[src/rtl/afe_ro_sram_reader.sv]
`timescale 1ns / 1ps
// afe_ro_sram_reader
//
// Read-side drain engine for the AFE readout sample SRAM. A start pulse latches a window
// (base address, word count). The block then issues single-port SRAM reads with one-cycle
// read latency, absorbs that latency in a small prefetch FIFO, and presents the samples on
// a valid/ready stream. last_o marks the final word of the window.
//
// Optional feature: define AFE_RO_READER_STALL_CNT_EN to enable the saturating backpressure
// counter on stall_cnt_o. When the macro is undefined, stall_cnt_o is tied to zero.
//
// Ports:
//   clk_i, rst_i            clock, synchronous active-high reset
//   start_i, abort_i        request pulse (ignored while busy), transfer cancel
//   base_addr_i, len_i      window base and word count (0..2^ADDR_WIDTH), sampled on start
//   busy_o, done_o          transfer in progress, one-cycle completion pulse
//   sram_cen_o/wen_o/addr_o SRAM read port (active-low enables, wen constant high)
//   sram_rdata_i            SRAM read data, valid the cycle after a read is issued
//   data_o/valid_o/ready_i  output stream; last_o qualifies the final word
//   stall_cnt_o             cycles with valid_o=1 and ready_i=0 since the last start
module afe_ro_sram_reader #(
  parameter int unsigned AFE_DATA_WIDTH = 32,
  parameter int unsigned ADDR_WIDTH     = 10,
  parameter int unsigned FIFO_DEPTH     = 4
) (
  input  logic                      clk_i,
  input  logic                      rst_i,
  input  logic                      start_i,
  input  logic                      abort_i,
  input  logic [ADDR_WIDTH-1:0]     base_addr_i,
  input  logic [ADDR_WIDTH:0]       len_i,
  output logic                      busy_o,
  output logic                      done_o,
  output logic                      sram_cen_o,
  output logic                      sram_wen_o,
  output logic [ADDR_WIDTH-1:0]     sram_addr_o,
  input  logic [AFE_DATA_WIDTH-1:0] sram_rdata_i,
  output logic [AFE_DATA_WIDTH-1:0] data_o,
  output logic                      valid_o,
  input  logic                      ready_i,
  output logic                      last_o,
  output logic [31:0]               stall_cnt_o
);

  localparam int unsigned CntW = $clog2(FIFO_DEPTH + 1);
  localparam int unsigned PtrW = (FIFO_DEPTH > 1) ? $clog2(FIFO_DEPTH) : 1;

  localparam logic [CntW:0]       DepthOcc = (CntW + 1)'(FIFO_DEPTH);
  localparam logic [CntW-1:0]     DepthCnt = CntW'(FIFO_DEPTH);
  localparam logic [CntW-1:0]     CntOne   = CntW'(1);
  localparam logic [PtrW-1:0]     PtrOne   = PtrW'(1);
  localparam logic [PtrW-1:0]     PtrLast  = PtrW'(FIFO_DEPTH - 1);
  localparam logic [ADDR_WIDTH-1:0] AddrOne = ADDR_WIDTH'(1);
  localparam logic [ADDR_WIDTH:0]   LenOne  = (ADDR_WIDTH + 1)'(1);

  typedef enum logic [1:0] {StIdle, StRun, StDone} state_e;

  state_e                    state_q, state_d;
  logic [ADDR_WIDTH-1:0]     addr_q, addr_d;
  logic [ADDR_WIDTH-1:0]     sram_addr_q, sram_addr_d;
  logic [ADDR_WIDTH:0]       issue_cnt_q, issue_cnt_d;
  logic [ADDR_WIDTH:0]       pop_cnt_q, pop_cnt_d;
  logic                      inflight_q, inflight_d;
  logic [PtrW-1:0]           wptr_q, wptr_d;
  logic [PtrW-1:0]           rptr_q, rptr_d;
  logic [CntW-1:0]           fifo_cnt_q, fifo_cnt_d;
  logic [AFE_DATA_WIDTH-1:0] mem_q [FIFO_DEPTH];

  logic [CntW:0] occ;
  logic          fifo_empty;
  logic          run_ok;
  logic          issue;
  logic          push;
  logic          pop;
  logic          start_acc;

  always_comb begin
    // Occupancy counts the read in flight so the FIFO can never be overrun by its data.
    occ        = {1'b0, fifo_cnt_q} + {{CntW{1'b0}}, inflight_q};
    fifo_empty = (fifo_cnt_q == '0);
    run_ok     = (state_q == StRun) && !abort_i;
    issue      = run_ok && (issue_cnt_q != '0) && (occ < DepthOcc);
    push       = run_ok && inflight_q;
    pop        = run_ok && !fifo_empty && ready_i;
    start_acc  = (state_q == StIdle) && start_i && !abort_i;
  end

  always_comb begin
    state_d     = state_q;
    addr_d      = addr_q;
    sram_addr_d = sram_addr_q;
    issue_cnt_d = issue_cnt_q;
    pop_cnt_d   = pop_cnt_q;
    inflight_d  = inflight_q;
    wptr_d      = wptr_q;
    rptr_d      = rptr_q;
    fifo_cnt_d  = fifo_cnt_q;

    unique case (state_q)
      StIdle: begin
        if (start_acc) begin
          if (len_i != '0) begin
            addr_d      = base_addr_i;
            issue_cnt_d = len_i;
            pop_cnt_d   = len_i;
            state_d     = StRun;
          end else begin
            state_d = StDone;
          end
        end
      end
      StRun: begin
        if (abort_i) begin
          // Flush and drop the pending read; its data is never captured.
          inflight_d  = 1'b0;
          wptr_d      = '0;
          rptr_d      = '0;
          fifo_cnt_d  = '0;
          issue_cnt_d = '0;
          pop_cnt_d   = '0;
          state_d     = StIdle;
        end else begin
          inflight_d = issue;
          if (issue) begin
            sram_addr_d = addr_q;
            addr_d      = addr_q + AddrOne;
            issue_cnt_d = issue_cnt_q - LenOne;
          end
          if (push) begin
            wptr_d = (wptr_q == PtrLast) ? '0 : wptr_q + PtrOne;
          end
          if (pop) begin
            rptr_d    = (rptr_q == PtrLast) ? '0 : rptr_q + PtrOne;
            pop_cnt_d = pop_cnt_q - LenOne;
            if (pop_cnt_q == LenOne) begin
              state_d = StDone;
            end
          end
          if (push && !pop) begin
            fifo_cnt_d = fifo_cnt_q + CntOne;
          end else if (pop && !push) begin
            fifo_cnt_d = fifo_cnt_q - CntOne;
          end
        end
      end
      StDone: begin
        state_d = StIdle;
      end
      default: begin
        state_d = StIdle;
      end
    endcase
  end

  always_ff @(posedge clk_i) begin
    if (rst_i) begin
      state_q     <= StIdle;
      addr_q      <= '0;
      sram_addr_q <= '0;
      issue_cnt_q <= '0;
      pop_cnt_q   <= '0;
      inflight_q  <= 1'b0;
      wptr_q      <= '0;
      rptr_q      <= '0;
      fifo_cnt_q  <= '0;
    end else begin
      state_q     <= state_d;
      addr_q      <= addr_d;
      sram_addr_q <= sram_addr_d;
      issue_cnt_q <= issue_cnt_d;
      pop_cnt_q   <= pop_cnt_d;
      inflight_q  <= inflight_d;
      wptr_q      <= wptr_d;
      rptr_q      <= rptr_d;
      fifo_cnt_q  <= fifo_cnt_d;
    end
  end

  // Storage needs no reset: the count gates every read of it.
  always_ff @(posedge clk_i) begin
    if (push) begin
      mem_q[wptr_q] <= sram_rdata_i;
    end
  end

  assign busy_o      = (state_q == StRun);
  assign done_o      = (state_q == StDone);
  assign sram_cen_o  = !issue;
  assign sram_wen_o  = 1'b1;
  assign sram_addr_o = issue ? addr_q : sram_addr_q;
  assign valid_o     = !fifo_empty;
  assign data_o      = fifo_empty ? '0 : mem_q[rptr_q];
  assign last_o      = !fifo_empty && (pop_cnt_q == LenOne);

`ifdef AFE_RO_READER_STALL_CNT_EN
  logic [31:0] stall_cnt_q, stall_cnt_d;

  always_comb begin
    stall_cnt_d = stall_cnt_q;
    if (start_acc) begin
      stall_cnt_d = '0;
    end else if (valid_o && !ready_i && (stall_cnt_q != '1)) begin
      stall_cnt_d = stall_cnt_q + 32'd1;
    end
  end

  always_ff @(posedge clk_i) begin
    if (rst_i) begin
      stall_cnt_q <= '0;
    end else begin
      stall_cnt_q <= stall_cnt_d;
    end
  end

  assign stall_cnt_o = stall_cnt_q;
`else
  assign stall_cnt_o = '0;
`endif

`ifndef SYNTHESIS
  // Issue throttling must make overflow impossible.
  always_ff @(posedge clk_i) begin
    if (!rst_i && push && !pop) begin
      assert (fifo_cnt_q < DepthCnt);
    end
  end
`endif

endmodule

[config.mk]
export PLATFORM = sky130hd
export DESIGN_NAME = afe_ro_sram_reader
export DESIGN_NICKNAME = d
export VERILOG_FILES = /design/src/rtl/afe_ro_sram_reader.sv
export SDC_FILE = /design/constraint.sdc
export NUM_CORES = 1
export LEC_CHECK = 0
export ABC_AREA = 1
export CAP_MARGIN = 5
export CORE_ASPECT_RATIO = 0.6
export CORE_MARGIN = 3
export CORE_UTILIZATION = 40
export CTS_CLUSTER_SIZE = 12
export DETAILED_ROUTE_END_ITERATION = 10
export GPL_TIMING_DRIVEN = 0
export PLACE_DENSITY = 0.63
export SLEW_MARGIN = 30
export SYNTH_ARGS = -nofsm -noshare
export SYNTH_HDL_FRONTEND = slang
export SYNTH_SLANG_ARGS = --single-unit
[constraint.sdc]
create_clock -name clk_i -period 3.05 [get_ports clk_i]
set_input_delay 0.305 -clock clk_i [delete_from_list [all_inputs] [get_ports clk_i]]
set_output_delay 0.305 -clock clk_i [all_outputs]
set_load 0.02 [all_outputs]
==> qor.txt, run 1 <==
status = finished, final reports clean
Initial Utilization = 41.79%
Hold Violations, Final = 0
Worst Path Class, Setup = reg2out
drt first pass iters = 5
Slew HR = 52.62%
clock slew at the register clock pins of the worst setup and hold paths = 0.06 ns
Max Fclk = 350.7 MHz
Fill cells = 1864
worst-path maximum fanout = 10
period utilization = 93.50%
Area contributors post-synth = edfxtp_1 (45%), dfxtp_1 (13%), nor2_1 (9.9%)
dpl ws = 0.2965 ns
largest net degree at the start of global routing = 21
nets = 1204
Die H = 119.3 um
core area = 20470 sq um
Post-DP HPWL = 15200 um
clk_lat worst skew = 0.42 ns
setup repair bufs after CTS = 0
Critical-path top delay cell = clkdlybuf4s50_1
CTS Sinks = 182
total of max-cap violations = 0
clk_skew = 0.01109 ns
Hold WC Path Type = reg2reg
crit path DAT = 2.55 ns
# diodes = 0
vias in the first global route = 6230
number of synthesized flops with an enable pin = 128
via count = 6764
crit-path cells = clkbuf_1 -> inv_1 -> clkbuf_2 -> nor2_1 -> o21ai_0 -> a21oi_1 -> clkdlybuf4s50_1
die area = 23230 sq um
Syn-to-layout area delta = 25.84%
Slew Viols, Final = 0
total track usage = 18.68%
CTS max path bufs = 2
async set-reset flop share out of synthesis = 0%
WL/cell = 15.19 um
global-route wire length before repair = 33990 um
initial antenna violation count = 0
CP Capture Type = output port
pwr dens = 618.9 nW/um^2
Distinct cells, synth = 36
Die W = 194.8 um
WP data required = 2.74 ns
routed vias/inst = 4.763
standby leakage power = 4.537 nW
I/O Buffers = 104
CTS root buf = clkbuf_16
flop and latch count out of synthesis = 182
RSZ-0062 raised after global routing = false
# DRC = 0
layout cells sized above 1 = 9.241%
VDD IR max = 370.3 uV
YS warnings = 0
io pins = 138
crit-path leading delay family = buffers and inverters
total negative setup slack = 0 ns
Synth top area share = 44.93%
cell taking the most area after synthesis = edfxtp_1
Setup Viol. Count Final = 0
Worst Path Buf+Inv = 4
hold buffers post-CTS = 0
Max stage delay on crit path = 0.66 ns
WL final = 21570 um
initial DRC count = 510
worst setup margin = 0.1984 ns
crit path time final = 2.852 ns
gr ovfl total = 0
gpl congestion = 0.8442
area of the mapped netlist = 8554 sq um
mean area per synthesized cell = 8.747 sq um
Synth Flop Type = edfxtp_1
Syn Inst Count = 978
# rows = 40
Antenna Nets Post-Route = 0
CTS tree = done
CP startpoint kind = register
Seq/Total Area, Yosys = 57.57%
Power Total = 6.663 mW
Worst-Margin Slew = 0.7107 ns
CTS Buf Count = 17
CTS H-Tree Depth = 4
power breakdown:
part,switching (mW),leakage [nW],internal (mW)
registers,0.130,1.59,2.79
clock network,0.911,0.241,1.11
logic,1.08,2.70,0.639
total,2.12,4.54,4.54
layout by cell type, fill, tap and decap left out, types with 5 or more instances in the layout:
cell type	count
inv_1	80
buf_4	35
clkbuf_16	17
clkbuf_2	10
inv_2	5
edfxtp_1	128
conb_1	33
nor2_4	7
nor3_1	5
buf_2	7
clkbuf_1	20
ha_1	8
clkdlybuf4s50_1	93
o21ai_1	10
nand2_4	5
nor2_1	221
nand4_1	5
dlymetal6s2s_1	11
nand2_1	169
nand3_1	39
o21ai_0	88
dfxtp_1	54
a21oi_1	52
cell usage after synthesis (2+ instances only):
cell type,count
conb_1,2
a21oi_1,52
nand3_1,39
o22ai_1,4
nand2_2,2
buf_2,7
edfxtp_1,128
ha_1,9
nor2_2,2
o21ai_1,10
nand3b_1,4
nor2_4,3
nand2_4,5
buf_4,33
inv_2,5
and2_1,2
xnor2_1,3
buf_6,2
clkbuf_1,24
nor2_1,225
nand4_1,5
o21ai_0,88
inv_1,80
nand2_1,169
nor3_1,5
buf_1,7
dfxtp_1,54
worst reg2reg max path, stage by stage (launching register included):
cell and delay, ns:
dfxtp_1 0.39, nand3_1 0.16, nor2_1 0.25, inv_1 0.24
nor2_4 0.52, buf_16 0.25
path summary, 6_finish.rpt:
check / start / end / slack [ns] / depth (start not counted)
setup / recovery: register / data_o[27] / 0.20 / 7
hold / removal: fifo_cnt_q[1] / fifo_cnt_q[1] / 0.47 / 2
setup reg to reg: state_q[0] / mem_q[3][5] / 0.93 / 5
hold reg to reg: fifo_cnt_q[1] / fifo_cnt_q[1] / 0.47 / 2
cells by family after synthesis:
kind of cell             count (synthesis)  synth area share, %
AO/OA/AOI/OAI                          156                9.229
adder cells (fa/ha/maj)                 10                1.550
other                                    2              0.08779
flip-flops                             182                57.57
AND/OR/NAND/NOR                        464                22.33
multiplexers                             1               0.1170
buffers and inverters                  159                8.703
XOR/XNOR                                 4               0.4096
flip-flops by register name, summed over array words and instances, names as in the netlist, named ones only:
signal,count
addr_q,10
fifo_cnt_q,3
inflight_q,1
issue_cnt_q,11
mem_q,128
pop_cnt_q,11
rptr_q,2
sram_addr_q,10
state_q,2
wptr_q,2
layer usage:
layer  share of wire [%]  vias up  GRT usage [%]
li1                    -     3441              -
met1                  51     3125          29.27
met2                  41      189          25.42
met3                 7.6        9          5.287
met4                0.56        0          3.827
met5                   0        -              0
area by class of cell:
cell class / count / area, sq um / area share (%)
buffer: 73 / 441.7 / 4.103
clock buffer: 21 / 440.4 / 4.091
clock inverter: 9 / 81.33 / 0.7555
inverter: 86 / 322.8 / 2.999
multi-input combinational: 668 / 3034 / 28.18
sequential: 182 / 4925 / 45.75
tap: 273 / 341.6 / 3.173
timing repair buffer: 108 / 1179 / 10.95
stage by stage:
stage	util [%]	hold WS [ns]	area [sq um]	cells
floorplan	-	0.3741	8671	1009
global placement	49.11	0.4527	10050	1386
detailed placement	49.80	0.4729	10190	1390
CTS	52.41	0.4827	10730	1420
global route	52.59	0.5012	10770	1420
finish	52.59	0.4729	10770	1420
repair_timing:
action | CTS | global route
gates resized for setup | 8 | 22
endpoints found under the setup margin | 39 | 34
pin swaps | 0 | 0
Power figures use the tool's default switching activity.
==> inputs of run 2 (changes only) <==
--- a/config.mk
+++ b/config.mk
@@ -18,3 +18,4 @@
 export SYNTH_ARGS = -nofsm -noshare
 export SYNTH_HDL_FRONTEND = slang
 export SYNTH_SLANG_ARGS = --single-unit
+export TNS_END_PERCENT = 100
==> results of run 2 <==
Same layout as run 1: the final DEF is identical, and so are final timing and power.
